### src/rtl/fetch_unit.sv
// fetch_unit: instruction fetch stage. Owns the program counter, issues word
// reads over a req/ack handshake, buffers returned words in a small prefetch
// FIFO and presents the head to the decoder. Taken branches flush the buffer
// and redirect fetch; a read already in flight is drained and its data dropped.
// Build option FETCH_PREFETCH_EN: two-entry prefetch buffer (back-to-back
// requests). Left undefined, the buffer holds a single entry.
module fetch_unit #(
    parameter logic [31:0] RESET_PC = 32'h0000_0000
) (
    input  logic        clk,
    input  logic        reset,
    output logic        imem_req,
    output logic [31:0] imem_addr,
    input  logic        imem_ack,
    input  logic [31:0] imem_rdata,
    input  logic        stall,
    input  logic        PCSource,
    input  logic [23:0] inm,
    output logic [31:0] instruction,
    output logic        instr_valid,
    output logic [31:0] pc_out,
    output logic [1:0]  dbg_state
);

`ifdef FETCH_PREFETCH_EN
    localparam int DEPTH = 2;
`else
    localparam int DEPTH = 1;
`endif
    localparam logic [1:0] DEPTH_CNT = 2'(DEPTH);

    // Memory handshake: imem_req rises together with a valid imem_addr and both
    // stay constant until imem_ack is seen high at a clock edge; that edge
    // completes the read and imem_rdata is captured in the same cycle. imem_ack
    // is ignored whenever imem_req is low.
    typedef enum logic [1:0] {
        S_IDLE  = 2'd0,
        S_WAIT  = 2'd1,
        S_DRAIN = 2'd2
    } state_t;

    state_t      r_state;
    logic        r_imem_req;
    logic [31:0] r_imem_addr;
    logic [31:0] r_fetch_pc;
    logic [31:0] r_last_pc;
    logic [31:0] r_buf_pc   [DEPTH];
    logic [31:0] r_buf_word [DEPTH];
    logic [1:0]  r_count;

    logic        w_ack;
    logic        w_push;
    logic        w_pop;
    logic        w_space;
    logic [1:0]  w_occ_next;
    logic [1:0]  w_wr_idx;
    logic [31:0] w_target;
    logic [31:0] w_next_pc;

    // A redirect overrides both push and pop in the same cycle.
    assign w_ack      = imem_ack & r_imem_req;
    assign w_push     = (r_state == S_WAIT) & w_ack & ~PCSource;
    assign w_pop      = instr_valid & ~stall & ~PCSource;
    assign w_occ_next = r_count + {1'b0, w_push} - {1'b0, w_pop};
    assign w_space    = (w_occ_next < DEPTH_CNT);
    assign w_wr_idx   = r_count - {1'b0, w_pop};
    assign w_next_pc  = r_fetch_pc + 32'd4;
    assign w_target   = r_last_pc + 32'd8 + {{6{inm[23]}}, inm, 2'b00};

    assign imem_req    = r_imem_req;
    assign imem_addr   = r_imem_addr;
    assign instruction = r_buf_word[0];
    assign pc_out      = r_buf_pc[0];
    assign instr_valid = (r_count != 2'd0);
    assign dbg_state   = r_state;

    // Fetch FSM: request sequencing, fetch pc and redirect/drain handling.
    always_ff @(posedge clk or posedge reset) begin
        if (reset) begin
            r_state     <= S_IDLE;
            r_imem_req  <= 1'b0;
            r_imem_addr <= 32'd0;
            r_fetch_pc  <= RESET_PC;
        end else begin
            case (r_state)
                S_IDLE: begin
                    if (PCSource) begin
                        r_fetch_pc  <= w_target;
                        r_imem_addr <= w_target;
                        r_imem_req  <= 1'b1;
                        r_state     <= S_WAIT;
                    end else if (w_space) begin
                        r_imem_addr <= r_fetch_pc;
                        r_imem_req  <= 1'b1;
                        r_state     <= S_WAIT;
                    end
                end
                S_WAIT: begin
                    if (PCSource) begin
                        r_fetch_pc <= w_target;
                        if (w_ack) begin
                            // Returned word belongs to the old path: drop it.
                            r_imem_addr <= w_target;
                        end else begin
                            // Request must stay stable until acked.
                            r_state <= S_DRAIN;
                        end
                    end else if (w_ack) begin
                        r_fetch_pc <= w_next_pc;
                        if (w_space) begin
                            r_imem_addr <= w_next_pc;
                        end else begin
                            r_imem_req <= 1'b0;
                            r_state    <= S_IDLE;
                        end
                    end
                end
                S_DRAIN: begin
                    if (PCSource) begin
                        r_fetch_pc <= w_target;
                    end
                    if (w_ack) begin
                        r_imem_addr <= PCSource ? w_target : r_fetch_pc;
                        r_state     <= S_WAIT;
                    end
                end
                default: begin
                    r_imem_req <= 1'b0;
                    r_state    <= S_IDLE;
                end
            endcase
        end
    end

    // Prefetch buffer: shift FIFO with the head at index 0, plus last popped pc.
    always_ff @(posedge clk or posedge reset) begin
        if (reset) begin
            r_count   <= 2'd0;
            r_last_pc <= RESET_PC - 32'd8;
            for (int i = 0; i < DEPTH; i++) begin
                r_buf_pc[i]   <= 32'd0;
                r_buf_word[i] <= 32'd0;
            end
        end else if (PCSource) begin
            r_count <= 2'd0;
        end else begin
            if (w_pop) begin
                r_last_pc <= r_buf_pc[0];
                for (int i = 0; i < DEPTH - 1; i++) begin
                    r_buf_pc[i]   <= r_buf_pc[i+1];
                    r_buf_word[i] <= r_buf_word[i+1];
                end
            end
            for (int i = 0; i < DEPTH; i++) begin
                if (w_push && (w_wr_idx == 2'(i))) begin
                    r_buf_pc[i]   <= r_fetch_pc;
                    r_buf_word[i] <= imem_rdata;
                end
            end
            r_count <= w_occ_next;
        end
    end

endmodule
### config.mk
export PLATFORM = sky130hd
export DESIGN_NAME = fetch_unit
export DESIGN_NICKNAME = d
export VERILOG_FILES = /design/src/rtl/fetch_unit.sv
export SDC_FILE = /design/constraint.sdc
export NUM_CORES = 1
export LEC_CHECK = 0
export ABC_AREA = 1
export CORE_UTILIZATION = 37
export CTS_BUF_LIST = sky130_fd_sc_hd__clkbuf_2 sky130_fd_sc_hd__clkbuf_4 sky130_fd_sc_hd__clkbuf_8
export DETAILED_ROUTE_END_ITERATION = 8
export PLACE_DENSITY = 0.59
export SYNTH_ARGS = -nofsm -noshare
export SYNTH_HDL_FRONTEND = slang
export SYNTH_SLANG_ARGS = --single-unit
### constraint.sdc
create_clock -name clk -period 6.3 [get_ports clk]
set_input_delay 1.26 -clock clk [delete_from_list [all_inputs] [get_ports clk]]
set_output_delay 1.26 -clock clk [all_outputs]
set_load 0.01 [all_outputs]
Yosys cells after proc, flatten, opt, wreduce, memory -nomap -nowiden
Cells that the tools add are included.
{ "classes": {"add_sub_neg": 6, "bitwise": 8, "reduce_logical": 13, "shift": 0, "n_mul": 0, "eq_ne": 11, "n_lt_le_gt_ge": 1, "mux": 27, "div_mod_pow": 0} }
{ "op_table": {"columns": ["cell", "n"], "rows": [
  ["32-bit two-way mux", 10],
  ["32-bit one-hot mux with 3 select lines", 1],
  ["32-bit one-hot mux with 2 select lines", 1],
  ["32-bit by 3-bit adder with 32-bit output, second input constant", 1],
  ["32-bit adder", 1],
  ["32-bit by 4-bit adder with 32-bit output, second input constant", 1],
  ["2-bit two-way mux", 8],
  ["3-bit != test, second input constant", 5],
  ["5-bit AND reduction", 3],
  ["2-bit != test, second input constant", 4],
  ["2-bit one-hot mux with 3 select lines", 1],
  ["2-bit AND reduction", 3],
  ["1-bit AND", 5],
  ["1-bit two-way mux", 5],
  ["2-bit logical NOT", 2],
  ["2-bit nonzero test", 2],
  ["2-bit by 1-bit subtractor with 2-bit output", 2],
  ["1-bit inverter", 3],
  ["1-bit one-hot mux with 3 select lines", 1],
  ["3-bit nonzero test", 1],
  ["2-bit by 1-bit adder with 2-bit output", 1],
  ["2-bit by 1-bit equality test with 1-bit output, second input constant", 1],
  ["2-bit equality test, second input constant", 1],
  ["2-bit by 1-bit less-than comparator with 1-bit output, second input constant", 1],
  ["other kinds (2)", 2]
]} }
{ "totals": {"mem_bits_rw": 0, "regBits": 165, "memories": 0, "romBits": 0, "in_bits": 61, "latch_bits": 0} }

Longest topological paths before layout
{ "depth": {"ltp_word": 10, "depth_mapped": 18} }

Worst setup path before layout
OpenSTA, ideal clock, no wires.
{ "synth_timing": {"path_kind": "input -> register", "startpoint": "input PCSource", "endpoint": "register r_imem_addr[5] (netlist: imem_addr[5])", "setup_time_ns": 0.122, "setup_slack_ns": 2.856, "cell_stages": 15, "arrival_time_ns": 3.322, "path_cell_list": "nor2_1 nand2_1 clkinv_1 buf_2 ha_1 inv_1 ha_1 xnor2_1 xor2_1 a21oi_1 a21boi_4 inv_2 buf_2 nand2_1 o21ai_1"} }
{ "synth_between": {"elab_chain_cells": 7, "word_cells_on_any_way": 14, "cone_classes": "2 x add/sub; 1 x order compare; 2 x eq/ne; 5 x mux; 3 x bitwise; 1 x reduce/logical"} }
{ "synth_rtl": {"columns": ["item", "line_no", "text"], "rows": [
  ["start, declared", "17", "input logic PCSource,"],
  ["1-bit inverter (no line)", null, null],
  ["1-bit AND", "62", "assign w_push = (r_state == S_WAIT) & w_ack & ~PCSource;"],
  ["2-bit by 1-bit adder with 2-bit output", "64", "assign w_occ_next = r_count + {1'b0, w_push} - {1'b0, w_pop};"],
  ["2-bit by 1-bit subtractor with 2-bit output", "64", null],
  ["2-bit by 1-bit less-than comparator with 1-bit output", "65", "assign w_space = (w_occ_next < DEPTH_CNT);"],
  ["3-bit != test (no line)", null, null],
  ["5-bit AND reduction (no line)", null, null],
  ["end signal, assigned", "89", "r_imem_addr <= w_target;"],
  ["end signal, assigned", "93", "r_imem_addr <= r_fetch_pc;"],
  ["end signal, assigned", "103", "r_imem_addr <= w_target;"],
  ["end, declared", "44", "logic [31:0] r_imem_addr;"]
]} }
Parallel ways exist; a longest one is shown, timed or not. The select of a mux whose other input is x is not followed.
A chain may end at the register's enable or synchronous reset.

Final worst setup path
{ "layout_timing": {"startpoint": "input imem_ack", "endpoint": "register r_imem_addr[5] (netlist: imem_addr[5])"} }
{ "layout_between": {"elab_chain_cells": 8, "word_cells_on_any_way": 11, "cone_classes": "2 x add/sub; 1 x order compare; 4 x eq/ne; 3 x bitwise; 1 x reduce/logical"} }
{ "layout_rtl": {"columns": ["item", "line_no", "text"], "rows": [
  ["start, declared", "14", "input logic imem_ack,"],
  ["1-bit AND *", "61", "assign w_ack = imem_ack & r_imem_req;"],
  ["1-bit AND (2 in a row)", "62", null],
  ["2-bit by 1-bit adder with 2-bit output", "64", null],
  ["2-bit by 1-bit subtractor with 2-bit output", "64", null],
  ["2-bit by 1-bit less-than comparator with 1-bit output", "65", null],
  ["3-bit != test (no line)", null, null],
  ["5-bit AND reduction (no line) *", null, null]
]} }
Mark *: on every way between the ends. The rest lies on a longest branch, timed or not.

==> results.cfg <==
[synthesis]
yosysWarnings = 0
synth.most_common_cell = nand2_1
synth_area_leaders = dfrtp_1, nand2_1, dfstp_2
synth_edf_count = 0
synth_top_area_frac = 0.313
yosysTopAreaCell = dfrtp_1
netlist_instances = 1488
synth_cell_types = 43
yosysSeqAreaShare = 0.384
syn_avg_cell_area_um2 = 7.30
netlist_area_um2 = 10900
ys_ff_latch = 165
synthArstFlopShare = 1.00
yosys-top-cells-count = nand2_1, inv_1, nand3_1
synth_nets = 1610
synthFlopType = dfrtp_1

[placement]
place_inst = 1991
dpl.hpwl_um = 24100
port_buffers = 160
gp_congestion = 0.891
dp_slack_ns = 1.99
placed_cell_area_um2 = 12800

[finish]
design_area_um2 = 13200
num-nets-final = 1748
area_growth_pct = 21.5
layoutNonFillerInstCount = 2023
post-route-util = 0.458
layout-drive-gt1-share = 0.0848
diodes = 0

[route]
via_per_inst = 5.03
ant_nets = 0
drt_pass1_iterations = 5
wl_per_cell_um = 16.3
drt-total-wl_um = 33000
drc = 0
drt_iter0_drc = 787
via_count = 10167

[sta]
min_period_ns = 3.78
finalWorstSetupSlack_ns = 2.52
grt_setup_unrepaired = no
finClkSkew_ns = 0.0240
finalSetupViolCount = 0
hold_viol_final = 0
whs_ns = 0.472
tns_ns = 0
max_slew_margin = 0.249
min_period_over_period = 0.600
fmax_mhz = 265
slew_violations = 0
tightest_slew_ns = 1.13

[worst_hold_path]
hold_start = r_last_pc[19]$_DFFE_PP1P_
holdPathStages = 2
hold_class = flop to flop

[clock_tree]
cts.htree.levels = 4
cts.clk_slew.worst_paths_ns = 0.11
cts.sinks = 165
root_buffer = clkbuf_8
clk_latency_ns = 0.48
ctsHoldBuffers = 0
postCtsSetupBuffers = 0
cts.repair.resized = 0
cts_tree = done
cts.path.max_buffers = 2
numCtsBuffers = 17

[floorplanning]
rows = 62
chipHeight_um = 173
design.core.area_um2 = 28800
die-area_um2 = 30000
io_pins = 161
start_util = 0.377
die_x_um = 173

[pwr]
total_power_mw = 6.30
ir_drop_mv = 0.214
p_leak_nw = 6.69
p_per_area_nw_per_um2 = 478

[critical_path]
reg2reg_depth = 15
crit_end = imem_addr[5]$_DFFE_PP0P_
crit_path_start = imem_ack
crit_path_end_kind = flop
cp_slowest_stage_delay_ns = 0.46
worstPathCellList = clkdlybuf4s50_1, nand2_1, nor3_4, inv_1, ha_1, inv_1, ha_1, xnor2_1, xor2_1, a21oi_1, a21boi_4, inv_2, nand2_1, o21ai_1
cp.depth = 14
timing.critical_path.slowest_stage_cell = clkdlybuf4s50_1
crit_arrival_ns = 4.13
r2r_slack_ns = 3.04
critPathLaunchType = input port
crit_required_ns = 6.65
worstSetupPathType = input port to flop
reg2reg_from = dbg_state[0]$_DFFE_PP0P_
reg2reg_to = imem_addr[5]$_DFFE_PP0P_
path_buf_inv = 4
path_max_fanout = 33
crit_family = buffers and inverters

[run_status]
outcome = completed

[global_route]
grt_overflow = 0
grt_usage = 0.225
grt_max_degree = 80
grt_pass1_wl_um = 53300
antenna_found_initial = 0
grt_pass1_vias = 9902

[job]
drv_cap = 0
==> cell type report <==
class | count | area [um^2]
fill | 2943 | 15600
multi-input combinational | 1109 | 5810
sequential | 165 | 4170
timing repair buffer | 171 | 1680
inverter | 162 | 613
tap | 384 | 480
clock buffer | 17 | 234
clock inverter | 15 | 205
==> report_power, final <==
part	internal, mW	switching, mW	total (mW)
clock network	0.343	0.500	0.843
logic	1.45	2.02	3.47
registers	1.58	0.409	1.99
total	3.37	2.93	6.30
==> tightest hold or removal path, cell delays in order (launching register included) <==
cell     delay [ns]
dfstp_2        0.38
nand2_1        0.05
nand2_1        0.05
==> layout by cell type (no fill, tap or decap), types with 3 or more instances in the layout <==
cell             instances
a21oi_1                 36
buf_4                   11
clkbuf_8                17
clkdlybuf4s50_1        159
clkinv_4                 4
clkinv_8                 6
dfrtp_1                136
dfstp_2                 29
ha_1                    60
inv_1                  150
inv_2                   10
inv_8                    3
mux2_4                  32
nand2_1                541
nand3_1                151
nand3b_1                10
nand4_1                 10
nor2_1                  91
nor2_2                   5
nor3_1                  11
nor3_2                   6
nor3_4                   3
o211ai_1                 9
o21ai_0                 82
o21ai_1                 25
o22ai_1                  8
xor2_1                  10
==> per-layer routing <==
layer / up-vias / track usage / routed length [um]
li1: 5075 / - / -
met1: 4781 / 0.314 / 15500
met5: - / 0 / 0
met2: 286 / 0.360 / 15200
met4: 0 / 0.0568 / 438
met3: 25 / 0.0393 / 1820
==> registers in the layout, indices dropped and copies added, names as in the netlist <==
register,cells
r_count,2
imem_addr,32
instruction,32
pc_out,32
r_fetch_pc,32
dbg_state,2
r_last_pc,32
imem_req,1
==> logic make-up after synthesis <==
family                   share of synthesized area
adder cells (fa/ha/maj)                     0.0710
multiplexers                                0.0443
AO/OA/AOI/OAI                               0.0845
AND/OR/NAND/NOR                              0.326
flip-flops                                   0.384
buffers and inverters                       0.0808
XOR/XNOR                                   0.00968
==> worst min-delay path by stage <==
stage | slack [ns] | endpoint
5_1_grt | 0.49 | r_last_pc[28]$_DFFE_PP1P_
3_5_place_dp | 0.46 | r_last_pc[21]$_DFFE_PP1P_
2_1_floorplan | 0.45 | r_last_pc[0]$_DFFE_PP0P_
6_report | 0.47 | r_last_pc[19]$_DFFE_PP1P_
4_1_cts | 0.48 | r_last_pc[17]$_DFFE_PP1P_
3_3_place_gp | 0.46 | r_last_pc[13]$_DFFE_PP1P_
Note: power is estimated with default switching activity, not from simulation.
